**src/rtl/mem_access_unit_if.sv**
```systemverilog
// Data-memory req/ack bus between mem_access_unit (master) and the data memory (slave).
//
// Signals:
//   dm_req    master -> slave  access request, held until dm_ack
//   dm_we     master -> slave  1 = write
//   dm_addr   master -> slave  word-aligned byte address
//   dm_wdata  master -> slave  lane-steered store data
//   dm_wstrb  master -> slave  byte strobes
//   dm_rdata  slave -> master  read data, valid with dm_ack
//   dm_ack    slave -> master  access complete
interface mem_access_unit_if;
    logic        dm_req;
    logic        dm_we;
    logic [31:0] dm_addr;
    logic [31:0] dm_wdata;
    logic [3:0]  dm_wstrb;
    logic [31:0] dm_rdata;
    logic        dm_ack;

    modport master (
        output dm_req, dm_we, dm_addr, dm_wdata, dm_wstrb,
        input  dm_rdata, dm_ack
    );

    modport slave (
        input  dm_req, dm_we, dm_addr, dm_wdata, dm_wstrb,
        output dm_rdata, dm_ack
    );
endinterface

```
**src/rtl/mem_access_unit.sv**
```systemverilog
// Memory-access pipeline stage: takes execute results, performs the data-memory access over a
// req/ack bus (byte-lane steering for stores, lane extraction and extension for loads) and emits a
// registered writeback packet. in_ready back-pressures upstream while an access is outstanding.
//
// Ports:
//   clk, rst             clock, asynchronous active-high reset
//   in_valid / in_ready  upstream handshake
//   alu_data_i .. regc_addr_i  upstream packet fields
//   bus                  data-memory bus (mem_access_unit_if.master)
//   wb_valid, wb_data, wb_addr, wb_wr  writeback packet (wb_valid is a one-cycle pulse)
//   misalign             one-cycle pulse on a misaligned access
//   timeout_err          one-cycle pulse on an ack timeout (only with MEM_TIMEOUT_EN)
//
// Build option: define MEM_TIMEOUT_EN to abort an access not acked within TIMEOUT_CYCLES cycles.
module mem_access_unit #(
    parameter int unsigned TIMEOUT_CYCLES = 255
) (
    input  logic        clk,
    input  logic        rst,
    input  logic        in_valid,
    output logic        in_ready,
    input  logic [31:0] alu_data_i,
    input  logic [31:0] mem_addr_i,
    input  logic [31:0] mem_wdata_i,
    input  logic        mem_rd_i,
    input  logic        mem_wr_i,
    input  logic [3:0]  rmask_i,
    input  logic [3:0]  wmask_i,
    input  logic        load_signed_i,
    input  logic        regc_wr_i,
    input  logic [4:0]  regc_addr_i,
    mem_access_unit_if.master bus,
    output logic        wb_valid,
    output logic [31:0] wb_data,
    output logic [4:0]  wb_addr,
    output logic        wb_wr,
`ifdef MEM_TIMEOUT_EN
    output logic        timeout_err,
`endif
    output logic        misalign
);

    localparam logic [3:0]  MaskHalf = 4'b0011;
    localparam logic [3:0]  MaskWord = 4'b1111;
    localparam logic [31:0] TimeoutData = 32'hDEADBEEF;

    typedef enum logic [1:0] {StIdle, StReq, StResp} state_e;

    state_e state_q, state_d;

    // Fields latched at accept for the outstanding access
    logic [31:0] addr_q, addr_d;
    logic        we_q, we_d;
    logic [31:0] wdata_q, wdata_d;
    logic [3:0]  wstrb_q, wstrb_d;
    logic [1:0]  ld_off_q, ld_off_d;
    logic [3:0]  ld_mask_q, ld_mask_d;
    logic        ld_signed_q, ld_signed_d;
    logic        ld_en_q, ld_en_d;
    logic [31:0] alu_q, alu_d;
    logic        regc_wr_q, regc_wr_d;
    logic [4:0]  regc_addr_q, regc_addr_d;

    logic        wb_valid_q, wb_valid_d;
    logic [31:0] wb_data_q, wb_data_d;
    logic [4:0]  wb_addr_q, wb_addr_d;
    logic        wb_wr_q, wb_wr_d;
    logic        misalign_q, misalign_d;

    logic        accept;
    logic        in_is_mem;
    logic [1:0]  in_off;
    logic [3:0]  acc_mask;
    logic        in_misalign;
    logic [31:0] steered_wdata;
    logic [31:0] rdata_shifted;
    logic [31:0] load_value;
    logic        timeout_hit;

    // Input decode
    always_comb begin
        in_off    = mem_addr_i[1:0];
        in_is_mem = mem_rd_i | mem_wr_i;
        // Store wins when both requests are set, so its size decides alignment
        acc_mask  = mem_wr_i ? wmask_i : rmask_i;
        in_misalign = in_is_mem &&
                      (((acc_mask == MaskHalf) && in_off[0]) ||
                       ((acc_mask == MaskWord) && (in_off != 2'b00)));
        unique case (wmask_i)
            MaskWord: steered_wdata = mem_wdata_i;
            MaskHalf: steered_wdata = {2{mem_wdata_i[15:0]}};
            default:  steered_wdata = {4{mem_wdata_i[7:0]}};
        endcase
    end

    // Load lane extraction and extension from the live bus data
    always_comb begin
        rdata_shifted = bus.dm_rdata >> {ld_off_q, 3'b000};
        unique case (ld_mask_q)
            MaskWord: load_value = bus.dm_rdata;
            MaskHalf: begin
                load_value[15:0]  = ld_off_q[1] ? bus.dm_rdata[31:16] : bus.dm_rdata[15:0];
                load_value[31:16] = {16{ld_signed_q & load_value[15]}};
            end
            default: load_value = {{24{ld_signed_q & rdata_shifted[7]}}, rdata_shifted[7:0]};
        endcase
    end

`ifdef MEM_TIMEOUT_EN
    localparam logic [15:0] TimeoutLast = 16'(TIMEOUT_CYCLES - 1);

    logic [15:0] cnt_q, cnt_d;
    logic        timeout_q, timeout_d;

    always_comb begin
        cnt_d       = (state_q == StReq) ? cnt_q + 16'd1 : 16'd0;
        timeout_hit = (state_q == StReq) && !bus.dm_ack && (cnt_q == TimeoutLast);
        timeout_d   = timeout_hit;
    end

    always_ff @(posedge clk or posedge rst) begin
        if (rst) begin
            cnt_q     <= 16'd0;
            timeout_q <= 1'b0;
        end else begin
            cnt_q     <= cnt_d;
            timeout_q <= timeout_d;
        end
    end

    assign timeout_err = timeout_q;
`else
    // Without the timeout feature TIMEOUT_CYCLES is inert
    if (TIMEOUT_CYCLES > 0) begin : g_no_timeout
    end
    assign timeout_hit = 1'b0;
`endif

    // FSM: state register
    always_ff @(posedge clk or posedge rst) begin
        if (rst) begin
            state_q <= StIdle;
        end else begin
            state_q <= state_d;
        end
    end

    // FSM: next state
    always_comb begin
        state_d = state_q;
        unique case (state_q)
            StIdle: begin
                if (accept && in_is_mem && !in_misalign) begin
                    state_d = StReq;
                end
            end
            StReq: begin
                if (bus.dm_ack) begin
                    state_d = StResp;
                end else if (timeout_hit) begin
                    state_d = StIdle;
                end
            end
            StResp:  state_d = StIdle;
            default: state_d = StIdle;
        endcase
    end

    // FSM: outputs and datapath next values
    always_comb begin
        in_ready = (state_q == StIdle) && !rst;
        accept   = in_valid && in_ready;

        addr_d      = addr_q;
        we_d        = we_q;
        wdata_d     = wdata_q;
        wstrb_d     = wstrb_q;
        ld_off_d    = ld_off_q;
        ld_mask_d   = ld_mask_q;
        ld_signed_d = ld_signed_q;
        ld_en_d     = ld_en_q;
        alu_d       = alu_q;
        regc_wr_d   = regc_wr_q;
        regc_addr_d = regc_addr_q;

        wb_valid_d = 1'b0;
        wb_data_d  = wb_data_q;
        wb_addr_d  = wb_addr_q;
        wb_wr_d    = wb_wr_q;
        misalign_d = 1'b0;

        unique case (state_q)
            StIdle: begin
                if (accept) begin
                    if (!in_is_mem || in_misalign) begin
                        // Complete immediately: plain ALU result or rejected access
                        wb_valid_d = 1'b1;
                        wb_data_d  = alu_data_i;
                        wb_addr_d  = regc_addr_i;
                        wb_wr_d    = regc_wr_i && !in_misalign;
                        misalign_d = in_misalign;
                    end else begin
                        addr_d      = {mem_addr_i[31:2], 2'b00};
                        we_d        = mem_wr_i;
                        wdata_d     = steered_wdata;
                        wstrb_d     = mem_wr_i ? (wmask_i << in_off) : 4'b0000;
                        ld_off_d    = in_off;
                        ld_mask_d   = rmask_i;
                        ld_signed_d = load_signed_i;
                        ld_en_d     = mem_rd_i && !mem_wr_i;
                        alu_d       = alu_data_i;
                        regc_wr_d   = regc_wr_i;
                        regc_addr_d = regc_addr_i;
                    end
                end
            end
            StReq: begin
                if (bus.dm_ack) begin
                    wb_valid_d = 1'b1;
                    wb_data_d  = ld_en_q ? load_value : alu_q;
                    wb_addr_d  = regc_addr_q;
                    wb_wr_d    = regc_wr_q;
                end else if (timeout_hit) begin
                    wb_valid_d = 1'b1;
                    wb_data_d  = TimeoutData;
                    wb_addr_d  = regc_addr_q;
                    wb_wr_d    = 1'b0;
                end
            end
            default: ;
        endcase
    end

    always_ff @(posedge clk or posedge rst) begin
        if (rst) begin
            addr_q      <= '0;
            we_q        <= 1'b0;
            wdata_q     <= '0;
            wstrb_q     <= '0;
            ld_off_q    <= '0;
            ld_mask_q   <= '0;
            ld_signed_q <= 1'b0;
            ld_en_q     <= 1'b0;
            alu_q       <= '0;
            regc_wr_q   <= 1'b0;
            regc_addr_q <= '0;
            wb_valid_q  <= 1'b0;
            wb_data_q   <= '0;
            wb_addr_q   <= '0;
            wb_wr_q     <= 1'b0;
            misalign_q  <= 1'b0;
        end else begin
            addr_q      <= addr_d;
            we_q        <= we_d;
            wdata_q     <= wdata_d;
            wstrb_q     <= wstrb_d;
            ld_off_q    <= ld_off_d;
            ld_mask_q   <= ld_mask_d;
            ld_signed_q <= ld_signed_d;
            ld_en_q     <= ld_en_d;
            alu_q       <= alu_d;
            regc_wr_q   <= regc_wr_d;
            regc_addr_q <= regc_addr_d;
            wb_valid_q  <= wb_valid_d;
            wb_data_q   <= wb_data_d;
            wb_addr_q   <= wb_addr_d;
            wb_wr_q     <= wb_wr_d;
            misalign_q  <= misalign_d;
        end
    end

    // Bus outputs come straight from state/latched fields so reset clears them at once
    assign bus.dm_req   = (state_q == StReq);
    assign bus.dm_we    = we_q;
    assign bus.dm_addr  = addr_q;
    assign bus.dm_wdata = wdata_q;
    assign bus.dm_wstrb = wstrb_q;

    assign wb_valid = wb_valid_q;
    assign wb_data  = wb_data_q;
    assign wb_addr  = wb_addr_q;
    assign wb_wr    = wb_wr_q;
    assign misalign = misalign_q;

endmodule

```
**src/flat_wrapper.sv**
```systemverilog
// flat-port wrapper written by rule: the top's interface ports become plain ports
module mem_access_unit_flat 
#(
    parameter int unsigned TIMEOUT_CYCLES = 255
)
  (clk, rst, in_valid, in_ready, alu_data_i, mem_addr_i, mem_wdata_i, mem_rd_i, mem_wr_i, rmask_i, wmask_i, load_signed_i, regc_wr_i, regc_addr_i, wb_valid, wb_data, wb_addr, wb_wr, misalign, bus_dm_req, bus_dm_we, bus_dm_addr, bus_dm_wdata, bus_dm_wstrb, bus_dm_rdata, bus_dm_ack);
  mem_access_unit_if bus_i ();
  input  logic clk;
  input  logic rst;
  input  logic in_valid;
  output logic in_ready;
  input  logic [31:0] alu_data_i;
  input  logic [31:0] mem_addr_i;
  input  logic [31:0] mem_wdata_i;
  input  logic mem_rd_i;
  input  logic mem_wr_i;
  input  logic [3:0] rmask_i;
  input  logic [3:0] wmask_i;
  input  logic load_signed_i;
  input  logic regc_wr_i;
  input  logic [4:0] regc_addr_i;
  output logic wb_valid;
  output logic [31:0] wb_data;
  output logic [4:0] wb_addr;
  output logic wb_wr;
  output logic misalign;
  output wire logic [$bits(bus_i.dm_req)-1:0] bus_dm_req;
  output wire logic [$bits(bus_i.dm_we)-1:0] bus_dm_we;
  output wire logic [$bits(bus_i.dm_addr)-1:0] bus_dm_addr;
  output wire logic [$bits(bus_i.dm_wdata)-1:0] bus_dm_wdata;
  output wire logic [$bits(bus_i.dm_wstrb)-1:0] bus_dm_wstrb;
  input wire logic [$bits(bus_i.dm_rdata)-1:0] bus_dm_rdata;
  input wire logic [$bits(bus_i.dm_ack)-1:0] bus_dm_ack;
  assign bus_dm_req = bus_i.dm_req;
  assign bus_dm_we = bus_i.dm_we;
  assign bus_dm_addr = bus_i.dm_addr;
  assign bus_dm_wdata = bus_i.dm_wdata;
  assign bus_dm_wstrb = bus_i.dm_wstrb;
  assign bus_i.dm_rdata = bus_dm_rdata;
  assign bus_i.dm_ack = bus_dm_ack;
  mem_access_unit #(.TIMEOUT_CYCLES(TIMEOUT_CYCLES)) u_core (.clk(clk), .rst(rst), .in_valid(in_valid), .in_ready(in_ready), .alu_data_i(alu_data_i), .mem_addr_i(mem_addr_i), .mem_wdata_i(mem_wdata_i), .mem_rd_i(mem_rd_i), .mem_wr_i(mem_wr_i), .rmask_i(rmask_i), .wmask_i(wmask_i), .load_signed_i(load_signed_i), .regc_wr_i(regc_wr_i), .regc_addr_i(regc_addr_i), .bus(bus_i), .wb_valid(wb_valid), .wb_data(wb_data), .wb_addr(wb_addr), .wb_wr(wb_wr), .misalign(misalign));
endmodule
```
**config.mk**
```make
export PLATFORM = sky130hd
export DESIGN_NAME = mem_access_unit_flat
export DESIGN_NICKNAME = d
export VERILOG_FILES = /design/src/rtl/mem_access_unit_if.sv /design/src/rtl/mem_access_unit.sv /design/src/flat_wrapper.sv
export SDC_FILE = /design/constraint.sdc
export NUM_CORES = 1
export LEC_CHECK = 0
export ABC_AREA = 1
export CORE_MARGIN = 8
export CORE_UTILIZATION = 41
export CTS_BUF_LIST = sky130_fd_sc_hd__clkbuf_8
export DETAILED_ROUTE_END_ITERATION = 6
export GPL_TIMING_DRIVEN = 0
export MAX_ROUTING_LAYER = met4
export PLACE_DENSITY = 0.83
export SLEW_MARGIN = 20
export SYNTH_ARGS = -nofsm -noshare
export SYNTH_HDL_FRONTEND = slang
export SYNTH_SLANG_ARGS = --single-unit
export TNS_END_PERCENT = 1
```
**constraint.sdc**
```tcl
create_clock -name clk -period 5.2 [get_ports clk]
set_input_delay 0.52 -clock clk [delete_from_list [all_inputs] [get_ports clk]]
set_output_delay 0.52 -clock clk [all_outputs]
set_load 0.005 [all_outputs]
```
* After elaboration in Yosys (flattened, before gate mapping)
Cells that the tools add are included.
** Operators by class
- Multiplexer cells :: 28
- Reductions and logical operators :: 21
- Bitwise logic cells :: 4
- Shifts and indexed selects :: 2
- Eq/ne operators :: 11
** Operator list (number)
- 32-bit case mux with 2 select lines :: 3
- 32-bit two-way mux :: 4
- 32-bit by 5-bit right shift with 8-bit output :: 1
- 16-bit two-way mux :: 1
- 5-bit two-way mux :: 3
- 4-bit by 2-bit equality test with 1-bit output (second input constant) :: 3
- 4-bit equality test (second input constant) :: 3
- 5-bit case mux with 2 select lines :: 1
- 1-bit logical AND :: 9
- 1-bit two-way mux :: 9
- 4-bit two-way mux :: 2
- 2-bit by 1-bit inequality test with 1-bit output (second input constant) :: 3
- 1-bit logical NOT :: 4
- 2-bit two-way mux :: 2
- 1-bit case mux with 2 select lines :: 2
- 2-bit case mux with 2 select lines :: 1
- 4-bit AND reduction :: 1
- 2-bit nonzero test :: 2
- 4-bit by 2-bit left shift with 4-bit output :: 1
- 3-bit AND reduction :: 1
- 1-bit bitwise AND :: 2
- 2-bit by 1-bit equality test with 1-bit output (second input constant) :: 1
- 2-bit logical NOT :: 1
- 1-bit logical OR :: 2
- 4 further kinds :: 4
** Word-level totals
- Logic and storage cells :: 83
- Output and inout bits :: 111
- Register bits after elaboration :: 155

* Depth between registers and ports, before layout
Gate-level depths: netlist of run 1.
- Word-level depth :: 10
- Depth in mapped cells :: 12

* Least setup slack after synthesis of run 1
No wires, ideal clock.
- Path type :: input-to-reg
- Start :: in rst
- End :: reg u_core.alu_q[10]
- Setup slack :: 3.560 ns
- Data arrival time :: 1.510 ns
- Stages on the path :: 7
- Data required time :: 5.070 ns
- Cell sequence :: nor3_1 > nand2_1 > inv_1 > nand3_4 > inv_2 > clkbuf_1 > o21ai_0
** On the way
- Cells in the longest elaborated chain, start to end :: 4
** Ends and longest elaborated chain
- from (decl) :: RTL line flat_wrapper.sv:9 : input logic rst;
- 1-bit logical NOT (no source line)
- 1-bit logical AND :: RTL line mem_access_unit.sv:171 : in_ready = (state_q == StIdle) && !rst;
- 1-bit logical AND :: RTL line mem_access_unit.sv:172 : accept = in_valid && in_ready;
- 3-bit AND reduction (no source line)
- to (signal assigned) :: RTL line mem_access_unit.sv:261 : alu_q <= alu_d;
- to (decl) :: RTL line mem_access_unit.sv:60 : logic [31:0] alu_q, alu_d;
Every way passes these cells.
A chain may end at the register's enable or synchronous reset.

* Final worst setup path of run 1
- Start :: in rst
- End :: out in_ready
** On the way
- Cells in the longest elaborated chain, start to end :: 2
** Ends and longest elaborated chain
- 1-bit logical NOT (no source line)
- 1-bit logical AND :: RTL line mem_access_unit.sv:171
- to (decl) :: RTL line flat_wrapper.sv:11 : output logic in_ready;
Every way passes these cells.

==> impl_results.html, run 1 <==
<table>
<tr><th>Metric</th><th>Value</th></tr>
<tr><th colspan="2">Clock network</th></tr>
<tr><td>Root Driver</td><td>sky130_fd_sc_hd__clkbuf_8</td></tr>
<tr><td>TritonCTS Buffers</td><td>17</td></tr>
<tr><td>Clock latency at the later pin of the worst-skew pair</td><td>around 460 ps</td></tr>
<tr><td>Sink Count</td><td>about 160</td></tr>
<tr><td>Quantity of hold-fixing buffers added after cts</td><td>0</td></tr>
<tr><td>Number of H-tree branching levels</td><td>4</td></tr>
<tr><td>CTS tree</td><td>yes</td></tr>
<tr><td>Post-cts sizing count</td><td>0</td></tr>
<tr><td>Maximum root-to-sink buffer count</td><td>2</td></tr>
<tr><td>Buffers inserted during post-CTS setup optimization</td><td>0</td></tr>
<tr><td>Clock-pin slew reported for the worst setup and hold paths after clock tree synthesis</td><td>80 ps</td></tr>
<tr><th colspan="2">Layout</th></tr>
<tr><td>Fraction of layout cells with a size suffix above 1</td><td>under 10%</td></tr>
<tr><td>Final core utilization</td><td>59.8%</td></tr>
<tr><td>Number of standard cells in the final layout excluding fillers</td><td>1,696</td></tr>
<tr><td>Growth of design area from synthesis to finish</td><td>42.5%</td></tr>
<tr><td>Total number of nets in the final design</td><td>around 1,600</td></tr>
<tr><th colspan="2">Timing</th></tr>
<tr><td>Setup skew after layout</td><td>17.7 ps</td></tr>
<tr><td>Time the worst path needs with I/O delays and setup</td><td>2490 ps</td></tr>
<tr><td>Finish-stage setup viols</td><td>0</td></tr>
<tr><td>RSZ-0062 raised after global routing</td><td>no</td></tr>
<tr><td>Worst hold margin</td><td>around 480 ps</td></tr>
<tr><td>Worst setup slack after layout</td><td>2710 ps</td></tr>
<tr><td>Normalized max-slew margin</td><td>between 40% and 50%</td></tr>
<tr><td>Sum of negative setup slack</td><td>0 ps</td></tr>
<tr><td>Max-slew violation count</td><td>0</td></tr>
<tr><td>Final Hold Fails</td><td>0</td></tr>
<tr><td>Transition at the pin with the smallest max-transition slack</td><td>about 840 ps</td></tr>
<tr><td>Peak Freq</td><td>about 400 MHz</td></tr>
<tr><td>Final clock period utilization by the worst path</td><td>roughly 48%</td></tr>
<tr><th colspan="2">Die</th></tr>
<tr><td>Total core area</td><td>about 19,000 sq um</td></tr>
<tr><td>Site row count</td><td>50</td></tr>
<tr><td>Die outline height</td><td>roughly 150 um</td></tr>
<tr><td>Total I/O pin count</td><td>260</td></tr>
<tr><td>Overall die width</td><td>between 150 and 200 um</td></tr>
<tr><td>Effective utilization at floorplan</td><td>roughly two fifths</td></tr>
<tr><td>Area of the die</td><td>24,000 sq um</td></tr>
<tr><th colspan="2">Drt</th></tr>
<tr><td>Antenna Nets Post-Route</td><td>0</td></tr>
<tr><td>Count of unresolved DRC violations after routing</td><td>0</td></tr>
<tr><td>First-iteration detailed-routing DRC count</td><td>just over 500</td></tr>
<tr><td>First-pass iteration count of the detailed router</td><td>7</td></tr>
<tr><td>Vias</td><td>approximately 8,300</td></tr>
<tr><td>Drt total wl</td><td>around 28 mm</td></tr>
<tr><td>Routed wire length per instance</td><td>between 15 and 20 um</td></tr>
<tr><td>Number of vias per cell</td><td>roughly 4.9</td></tr>
<tr><th colspan="2">Logic synthesis</th></tr>
<tr><td>Cell area after technology mapping</td><td>7900 sq um</td></tr>
<tr><td>Fraction of the mapped netlist area in compound gates</td><td>roughly 7.8%</td></tr>
<tr><td>Unique cell type count in the Yosys netlist</td><td>22</td></tr>
<tr><td>Synth Area in XOR/XNOR</td><td>0%</td></tr>
<tr><td>Syn Area/Cell</td><td>between 6 and 7 sq um</td></tr>
<tr><td>Adder and majority gate portion of the synthesized area</td><td>0%</td></tr>
<tr><td>Sequential area share after synthesis</td><td>49.1%</td></tr>
<tr><td>Library cell occupying the most area in the post-synthesis netlist</td><td>sky130_fd_sc_hd__dfrtp_1</td></tr>
<tr><td>Largest cells by area after synthesis</td><td>sky130_fd_sc_hd__dfrtp_1 (49%), sky130_fd_sc_hd__nand2_1 (31%), sky130_fd_sc_hd__o21ai_0 (5.0%), sky130_fd_sc_hd__inv_1 (3.2%), sky130_fd_sc_hd__a21oi_1 (2.7%)</td></tr>
<tr><td>Register bit total from synthesis</td><td>~160</td></tr>
<tr><td>Simple-gate share of the synthesized area</td><td>between 30 and 40%</td></tr>
<tr><td>Post-synth top area share</td><td>49.1%</td></tr>
<tr><td>Proportion of synthesized area in mux cells</td><td>less than 1%</td></tr>
<tr><td>Combinational family with the most area after synthesis</td><td>simple AND/OR/NAND/NOR gates</td></tr>
<tr><td>Number of warning messages in the yosys log</td><td>0</td></tr>
<tr><td>Number of cells produced by synthesis</td><td>1,143</td></tr>
<tr><th colspan="2">Worst setup path</th></tr>
<tr><td>WP data required</td><td>around 4700 ps</td></tr>
<tr><td>Worst Setup End Kind</td><td>output pin</td></tr>
<tr><td>Critical path fanouts, max</td><td>2</td></tr>
<tr><td>Category of the worst setup path launch point</td><td>primary input</td></tr>
<tr><td>Setup Crit Path Kind</td><td>in2out</td></tr>
<tr><td>Critical path arrival</td><td>1970 ps</td></tr>
<tr><th colspan="2">Pwr</th></tr>
<tr><td>Power Internal</td><td>about 3000 uW</td></tr>
<tr><td>Part of the power in combinational logic</td><td>about two fifths</td></tr>
<tr><td>Power density normalized to cell area</td><td>404 nW/um^2</td></tr>
<tr><td>Standby leakage power</td><td>roughly 0.0058 uW</td></tr>
<tr><td>Switching Share</td><td>between 30 and 40%</td></tr>
<tr><td>Peak VDD IR</td><td>around 0.23 mV</td></tr>
<tr><td>Relative contribution of sequential cells to total power</td><td>about two fifths</td></tr>
<tr><td>Net load switching power</td><td>1570 uW</td></tr>
<tr><td>Share of power burned in the clock network</td><td>a little over a fifth</td></tr>
<tr><th colspan="2">GRT</th></tr>
<tr><td>Largest net degree at the start of global routing</td><td>just under 90</td></tr>
<tr><td>Antenna violations before repair</td><td>2</td></tr>
<tr><td>Total gr overflow</td><td>0</td></tr>
<tr><td>Total track usage</td><td>24.6%</td></tr>
<tr><td>Vias in the first global route</td><td>8,599</td></tr>
<tr><td>First-pass GRT wire length</td><td>44.5 mm</td></tr>
<tr><th colspan="2">Min path</th></tr>
<tr><td>Path class of the lowest-slack min-delay path</td><td>reg2reg</td></tr>
<tr><th colspan="2">Placed design</th></tr>
<tr><td>Setup slack at placement</td><td>around 2400 ps</td></tr>
<tr><td>DP Wirelength</td><td>around 22 mm</td></tr>
<tr><td>Number of buffers added on ports</td><td>257</td></tr>
<tr><td>Number of placed instances with taps included</td><td>~1,700</td></tr>
<tr><td>Global placer's final weighted congestion</td><td>between 0.9 and 1</td></tr>
<tr><th colspan="2">Outcome</th></tr>
<tr><td>Status</td><td>completed</td></tr>
<tr><th colspan="2">Flow run</th></tr>
<tr><td>Maximum Capacitance Violations</td><td>0</td></tr>
</table>
==> cell usage after synthesis <==
cell type / instances
sky130_fd_sc_hd__a21oi_1: 43
sky130_fd_sc_hd__buf_1: 2
sky130_fd_sc_hd__buf_2: 22
sky130_fd_sc_hd__buf_4: 7
sky130_fd_sc_hd__buf_6: 1
sky130_fd_sc_hd__clkbuf_1: 29
sky130_fd_sc_hd__conb_1: 1
sky130_fd_sc_hd__dfrtp_1: 155
sky130_fd_sc_hd__inv_1: 68
sky130_fd_sc_hd__inv_2: 2
sky130_fd_sc_hd__mux2i_1: 3
sky130_fd_sc_hd__nand2_1: 650
sky130_fd_sc_hd__nand2_2: 1
sky130_fd_sc_hd__nand3_1: 23
sky130_fd_sc_hd__nand3_2: 1
sky130_fd_sc_hd__nand3_4: 1
sky130_fd_sc_hd__nand4_1: 7
sky130_fd_sc_hd__nor2_1: 42
sky130_fd_sc_hd__nor3_1: 4
sky130_fd_sc_hd__o21ai_0: 79
sky130_fd_sc_hd__o32ai_1: 1
sky130_fd_sc_hd__or2_2: 1
==> worst max-delay path, cell delays in order <==
cell	delay (ps)
sky130_fd_sc_hd__clkdlybuf4s50_1	520
sky130_fd_sc_hd__nor3_1	350
sky130_fd_sc_hd__clkdlybuf4s50_1	580
==> state kept, by name (all words and copies together), names as in the netlist <==
| register | count |
|---|---|
| u_core.state_q | 2 |
| u_core.regc_addr_q | 5 |
| u_core.regc_wr_q | 1 |
| u_core.bus.dm_addr | 30 |
| u_core.bus.dm_wstrb | 4 |
| u_core.alu_q | 32 |
| u_core.ld_en_q | 1 |
| u_core.bus.dm_wdata | 32 |
| u_core.misalign | 1 |
| u_core.ld_off_q | 2 |
| u_core.ld_mask_q | 4 |
| u_core.wb_wr | 1 |
| u_core.wb_addr | 5 |
| u_core.bus.dm_we | 1 |
| u_core.wb_data | 32 |
| u_core.ld_signed_q | 1 |
| u_core.wb_valid | 1 |
==> final cells by class <==
| cell class | count | area, sq um |
|---|---|---|
| Fill cell | 1747 | 7570 |
| Sequential cell | 155 | 3880 |
| Multi-Input combinational cell | 858 | 3470 |
| Timing Repair Buffer | 258 | 2600 |
| Tap cell | 260 | 325 |
| Buffer | 61 | 290 |
| Inverter | 70 | 270 |
| Clock buffer | 18 | 248 |
| Clock inverter | 14 | 169 |
| Antenna cell | 2 | 5.00 |
==> power groups by stage <==
| stage | Clock, uW | Combinational (uW) | Sequential [uW] |
|---|---|---|---|
| 6_report | 978 | 1780 | 1800 |
| 2_1_floorplan | 0 | 766 | 1810 |
| 5_1_grt | 1040 | 1980 | 1840 |
| 3_5_place_dp | 0 | 1790 | 1810 |
| 4_1_cts | 991 | 1800 | 1800 |
| 3_3_place_gp | 0 | 1750 | 1800 |
==> cell usage in the layout, fill, tap and decap left out, drive strengths merged <==
cell / count
nand2: 651
clkdlybuf4s50: 257
dfrtp: 155
o21ai: 79
inv: 74
clkbuf: 47
a21oi: 43
nor2: 42
buf: 33
nand3: 25
nand4: 7
nor3: 4
clkinvlp: 4
mux2i: 3
bufinv: 3
clkinv: 3
diode: 2
conb: 2
o32ai: 1
or2: 1
==> metal layers <==
layer | part of all wire, % | vias up | global-route usage, %
li1 | - | 4059 | -
met4 | 2.4 | 0 | 8.03
met1 | 41 | 3856 | 27.8
met2 | 47 | 340 | 39.7
met3 | 10 | 45 | 9.11
met5 | 0 | - | -
==> cells by family (layout without fill, tap and decap cells) <==
family / count (synthesis) / count (layout)
mux: 3 / 3
flops: 155 / 155
other cells: 1 / 4
compound gates: 123 / 123
simple gates: 730 / 730
buf+inv: 131 / 421
==> per-stage QoR <==
step / instance area [sq um] / power [uW]
floorplan: 7910 / 2580
global placement: 10800 / 3550
detailed placement: 10800 / 3600
CTS: 11300 / 4590
global route: 11300 / 4860
finish: 11300 / 4550
==> final timing paths <==
| kind | cells after the start | to | slack, ps | from |
|---|---|---|---|---|
| max reg2reg | 7 | u_core.alu_q[17] | 3070 | u_core.state_q[1] |
| min | 2 | u_core.wb_data[9] | 480 | u_core.wb_data[9] |
| min in group asynchronous | 2 | u_core.bus.dm_wdata[1] | 560 | rst |
| max | 3 | in_ready | 2710 | rst |
| min reg2reg | 2 | u_core.wb_data[9] | 480 | u_core.wb_data[9] |
| max in group asynchronous | 3 | u_core.bus.dm_addr[13] | 3840 | rst |
(Power assumes the default switching activity.)
==> run 2, diff against run 1 <==
Clock period 5.2 ns to 2.3 ns, I/O delays scaled along.
==> run 2 against run 1 <==
  * Die area stayed put
  * The flow now finishes with violations (DRC)
  * Final cell count is 0.12% higher
  * Flip-flop and latch count stayed put
  * Via count is 0.18% lower
  * Worst hold slack worse by 180 ps
  * Power is 120% higher
  * Clock power is 110% higher
  * First-iteration DRC count is 5.1% higher
  * Worst setup slack worse by 2500 ps
  * Non-clock buffer count is 4 higher
  * Critical path depth stayed put
  * Critical path type is now reg2out
==> impl_results.html, run 2 (same netlist as run 1, synthesis figures left out) <==
<table>
<tr><th>Metric</th><th>Value</th></tr>
<tr><th colspan="2">Outcome</th></tr>
<tr><td>Status</td><td>complete, but fails checks (was completed)</td></tr>
<tr><td>Violated checks</td><td>DRC</td></tr>
<tr><th colspan="2">Clock network</th></tr>
<tr><td>Maximum root-to-sink buffer count</td><td>2 (unchanged)</td></tr>
<tr><td>Buffers inserted during post-CTS setup optimization</td><td>0 (unchanged)</td></tr>
<tr><td>Clock latency at the later pin of the worst-skew pair</td><td>470 ps (was 460 ps)</td></tr>
<tr><td>CTS tree</td><td>yes (unchanged)</td></tr>
<tr><td>Root Driver</td><td>sky130_fd_sc_hd__clkbuf_8 (unchanged)</td></tr>
<tr><td>Clock-pin slew reported for the worst setup and hold paths after clock tree synthesis</td><td>90 ps (was 80 ps)</td></tr>
<tr><td>Sink Count</td><td>155 (unchanged)</td></tr>
<tr><td>TritonCTS Buffers</td><td>17 (unchanged)</td></tr>
<tr><td>Number of H-tree branching levels</td><td>4 (unchanged)</td></tr>
<tr><th colspan="2">GRT</th></tr>
<tr><td>Vias in the first global route</td><td>8,617 (was 8,599)</td></tr>
<tr><td>Antenna violations before repair</td><td>1 (was 2)</td></tr>
<tr><td>Total track usage</td><td>25.2% (was 24.6%)</td></tr>
<tr><td>Largest net degree at the start of global routing</td><td>34 (was 87)</td></tr>
<tr><td>Total gr overflow</td><td>0 (unchanged)</td></tr>
<tr><td>First-pass GRT wire length</td><td>45.6 mm (was 44.5 mm)</td></tr>
<tr><th colspan="2">Die</th></tr>
<tr><td>Total core area</td><td>18,800 sq um (unchanged)</td></tr>
<tr><td>Die outline height</td><td>155 um (unchanged)</td></tr>
<tr><td>Overall die width</td><td>155 um (unchanged)</td></tr>
<tr><td>Effective utilization at floorplan</td><td>42.0% (unchanged)</td></tr>
<tr><td>Total I/O pin count</td><td>260 (unchanged)</td></tr>
<tr><td>Area of the die</td><td>24,000 sq um (unchanged)</td></tr>
<tr><td>Site row count</td><td>50 (unchanged)</td></tr>
<tr><th colspan="2">Drt</th></tr>
<tr><td>Vias</td><td>8,285 (was 8,300)</td></tr>
<tr><td>Drt total wl</td><td>29.0 mm (was 28.5 mm)</td></tr>
<tr><td>Count of unresolved DRC violations after routing</td><td>1 (was 0)</td></tr>
<tr><td>Antenna Nets Post-Route</td><td>0 (unchanged)</td></tr>
<tr><td>Number of vias per cell</td><td>4.88 (was 4.89)</td></tr>
<tr><td>First-iteration detailed-routing DRC count</td><td>536 (was 510)</td></tr>
<tr><td>First-pass iteration count of the detailed router</td><td>7 (unchanged)</td></tr>
<tr><td>Routed wire length per instance</td><td>17.1 um (was 16.8 um)</td></tr>
<tr><th colspan="2">Layout</th></tr>
<tr><td>Fraction of layout cells with a size suffix above 1</td><td>5.22% (was 4.81%)</td></tr>
<tr><td>Leading cell types in the layout, fill and taps excluded</td><td>sky130_fd_sc_hd__nand2_1 (650), sky130_fd_sc_hd__clkdlybuf4s50_1 (257), sky130_fd_sc_hd__dfrtp_1 (155) (unchanged)</td></tr>
<tr><td>Growth of design area from synthesis to finish</td><td>43.0% (was 42.5%)</td></tr>
<tr><td>Design Area, Final</td><td>11,300 sq um (about the same)</td></tr>
<tr><td>Total number of nets in the final design</td><td>1,574 (was 1,570)</td></tr>
<tr><td>Commonest non-fill, non-tap cell in the layout</td><td>sky130_fd_sc_hd__nand2_1 (unchanged)</td></tr>
<tr><th colspan="2">Worst setup path</th></tr>
<tr><td>Worst path bufs/invs</td><td>2 (unchanged)</td></tr>
<tr><td>Worst Setup End Kind</td><td>output pin (unchanged)</td></tr>
<tr><td>Cell chain of the critical path</td><td>or2_2 -&gt; inv_1 -&gt; clkdlybuf4s50_1 (was clkdlybuf4s50_1 -&gt; nor3_1 -&gt; clkdlybuf4s50_1)</td></tr>
<tr><td>WP data required</td><td>2070 ps (was 4680 ps)</td></tr>
<tr><td>Critical path fanouts, max</td><td>4 (was 2)</td></tr>
<tr><td>Setup Crit Path Kind</td><td>reg2out (was in2out)</td></tr>
<tr><td>Crit-path leading delay family</td><td>buffers and inverters (unchanged)</td></tr>
<tr><td>CP max stage delay</td><td>540 ps (was 580 ps)</td></tr>
<tr><td>Critical path arrival</td><td>1910 ps (was 1970 ps)</td></tr>
<tr><td>Crit-path slowest cell</td><td>sky130_fd_sc_hd__clkdlybuf4s50_1 (unchanged)</td></tr>
<tr><td>Category of the worst setup path launch point</td><td>flop (was primary input)</td></tr>
<tr><th colspan="2">Flow run</th></tr>
<tr><td>Maximum Capacitance Violations</td><td>0 (unchanged)</td></tr>
<tr><th colspan="2">Timing</th></tr>
<tr><td>RSZ-0062 raised after global routing</td><td>no (unchanged)</td></tr>
<tr><td>Sum of negative setup slack</td><td>0 ps (unchanged)</td></tr>
<tr><td>Final clock period utilization by the worst path</td><td>between 90% and 100%</td></tr>
<tr><td>Final Hold Fails</td><td>0 (unchanged)</td></tr>
<tr><td>Finish-stage setup viols</td><td>0 (unchanged)</td></tr>
<tr><td>Peak Freq</td><td>approximately 470 MHz</td></tr>
<tr><td>Normalized max-slew margin</td><td>44.8% (was 43.3%)</td></tr>
<tr><td>Time the worst path needs with I/O delays and setup</td><td>2140 ps</td></tr>
<tr><td>Setup skew after layout</td><td>19.0 ps (was 17.7 ps)</td></tr>
<tr><td>Max-slew violation count</td><td>0 (unchanged)</td></tr>
<tr><td>Transition at the pin with the smallest max-transition slack</td><td>822 ps (was 844 ps)</td></tr>
<tr><th colspan="2">Pwr</th></tr>
<tr><td>Standby leakage power</td><td>0.00578 uW (about the same)</td></tr>
<tr><td>Peak VDD IR</td><td>0.487 mV (was 0.226 mV)</td></tr>
<tr><td>Power density normalized to cell area</td><td>898 nW/um^2 (was 404 nW/um^2)</td></tr>
<tr><th colspan="2">Min path</th></tr>
<tr><td>Path class of the lowest-slack min-delay path</td><td>in2async (was reg2reg)</td></tr>
<tr><th colspan="2">Placed design</th></tr>
<tr><td>Global placer's final weighted congestion</td><td>0.954 (was 0.961)</td></tr>
<tr><td>Instance area after placement</td><td>10,900 sq um (was 10,800 sq um)</td></tr>
<tr><td>DP Wirelength</td><td>22.6 mm (was 21.8 mm)</td></tr>
<tr><td>Number of buffers added on ports</td><td>257 (unchanged)</td></tr>
</table>
[run 2: power breakdown]
group | internal (uW) | switching (uW) | total (uW)
combinational | 2060 | 2000 | 4060
clock | 915 | 1110 | 2030
sequential | 3600 | 463 | 4070
total | 6580 | 3570 | 10200
[run 2: through the flow]
step	utilization, %	instances	hold WS [ps]	worst slack (ps)	power [uW]
after floorplan	-	1144	340	111	5830
after global placement	57.4	1661	461	-1360	8050
after detailed placement	58.0	1666	464	-283	8180
after CTS	60.0	1697	267	71.2	10200
after global routing	60.0	1698	294	104	10900
final	60.0	1698	296	164	10200
[run 2: routing by layer]
metal / track usage, % / wire length [um] / vias up
li1: - / - / 4065
met3: 8.69 / 2800 / 39
met2: 41.1 / 13700 / 342
met1: 29.1 / 12000 / 3839
met4: 7.09 / 575 / 0
met5: - / 0 / -
[run 2: path summary, 6_finish.rpt]
kind | cells past startpoint | start | slack, ps | endpoint
min in group clk | 3 | mem_addr_i[21] | 300 | u_core.bus.dm_addr[21]
worst min register to register | 2 | u_core.wb_data[13] | 480 | u_core.wb_data[13]
worst min-delay path | 2 | rst | 300 | u_core.bus.dm_addr[10]
worst max register to register | 9 | u_core.state_q[1] | 330 | u_core.bus.dm_wdata[26]
max in group asynchronous | 4 | rst | 1230 | u_core.wb_data[3]
worst max-delay path | 3 | u_core.state_q[1] | 160 | bus_dm_req
[run 2: final cells by class]
class	instances	area [sq um]
fill	1748	7530
sequential	155	3880
multi-input combinational	858	3480
timing repair buffer	262	2680
tap	260	325
buffer	61	292
inverter	70	267
clock buffer	19	262
clock inverter	12	115
antenna	1	2.50
[run 2: timing repair]
action,4_1_cts,5_1_grt
hold buffers,0,0
endpoints found under the setup margin,0,11
gates resized for setup,0,3
hold endpoints to repair,0,0
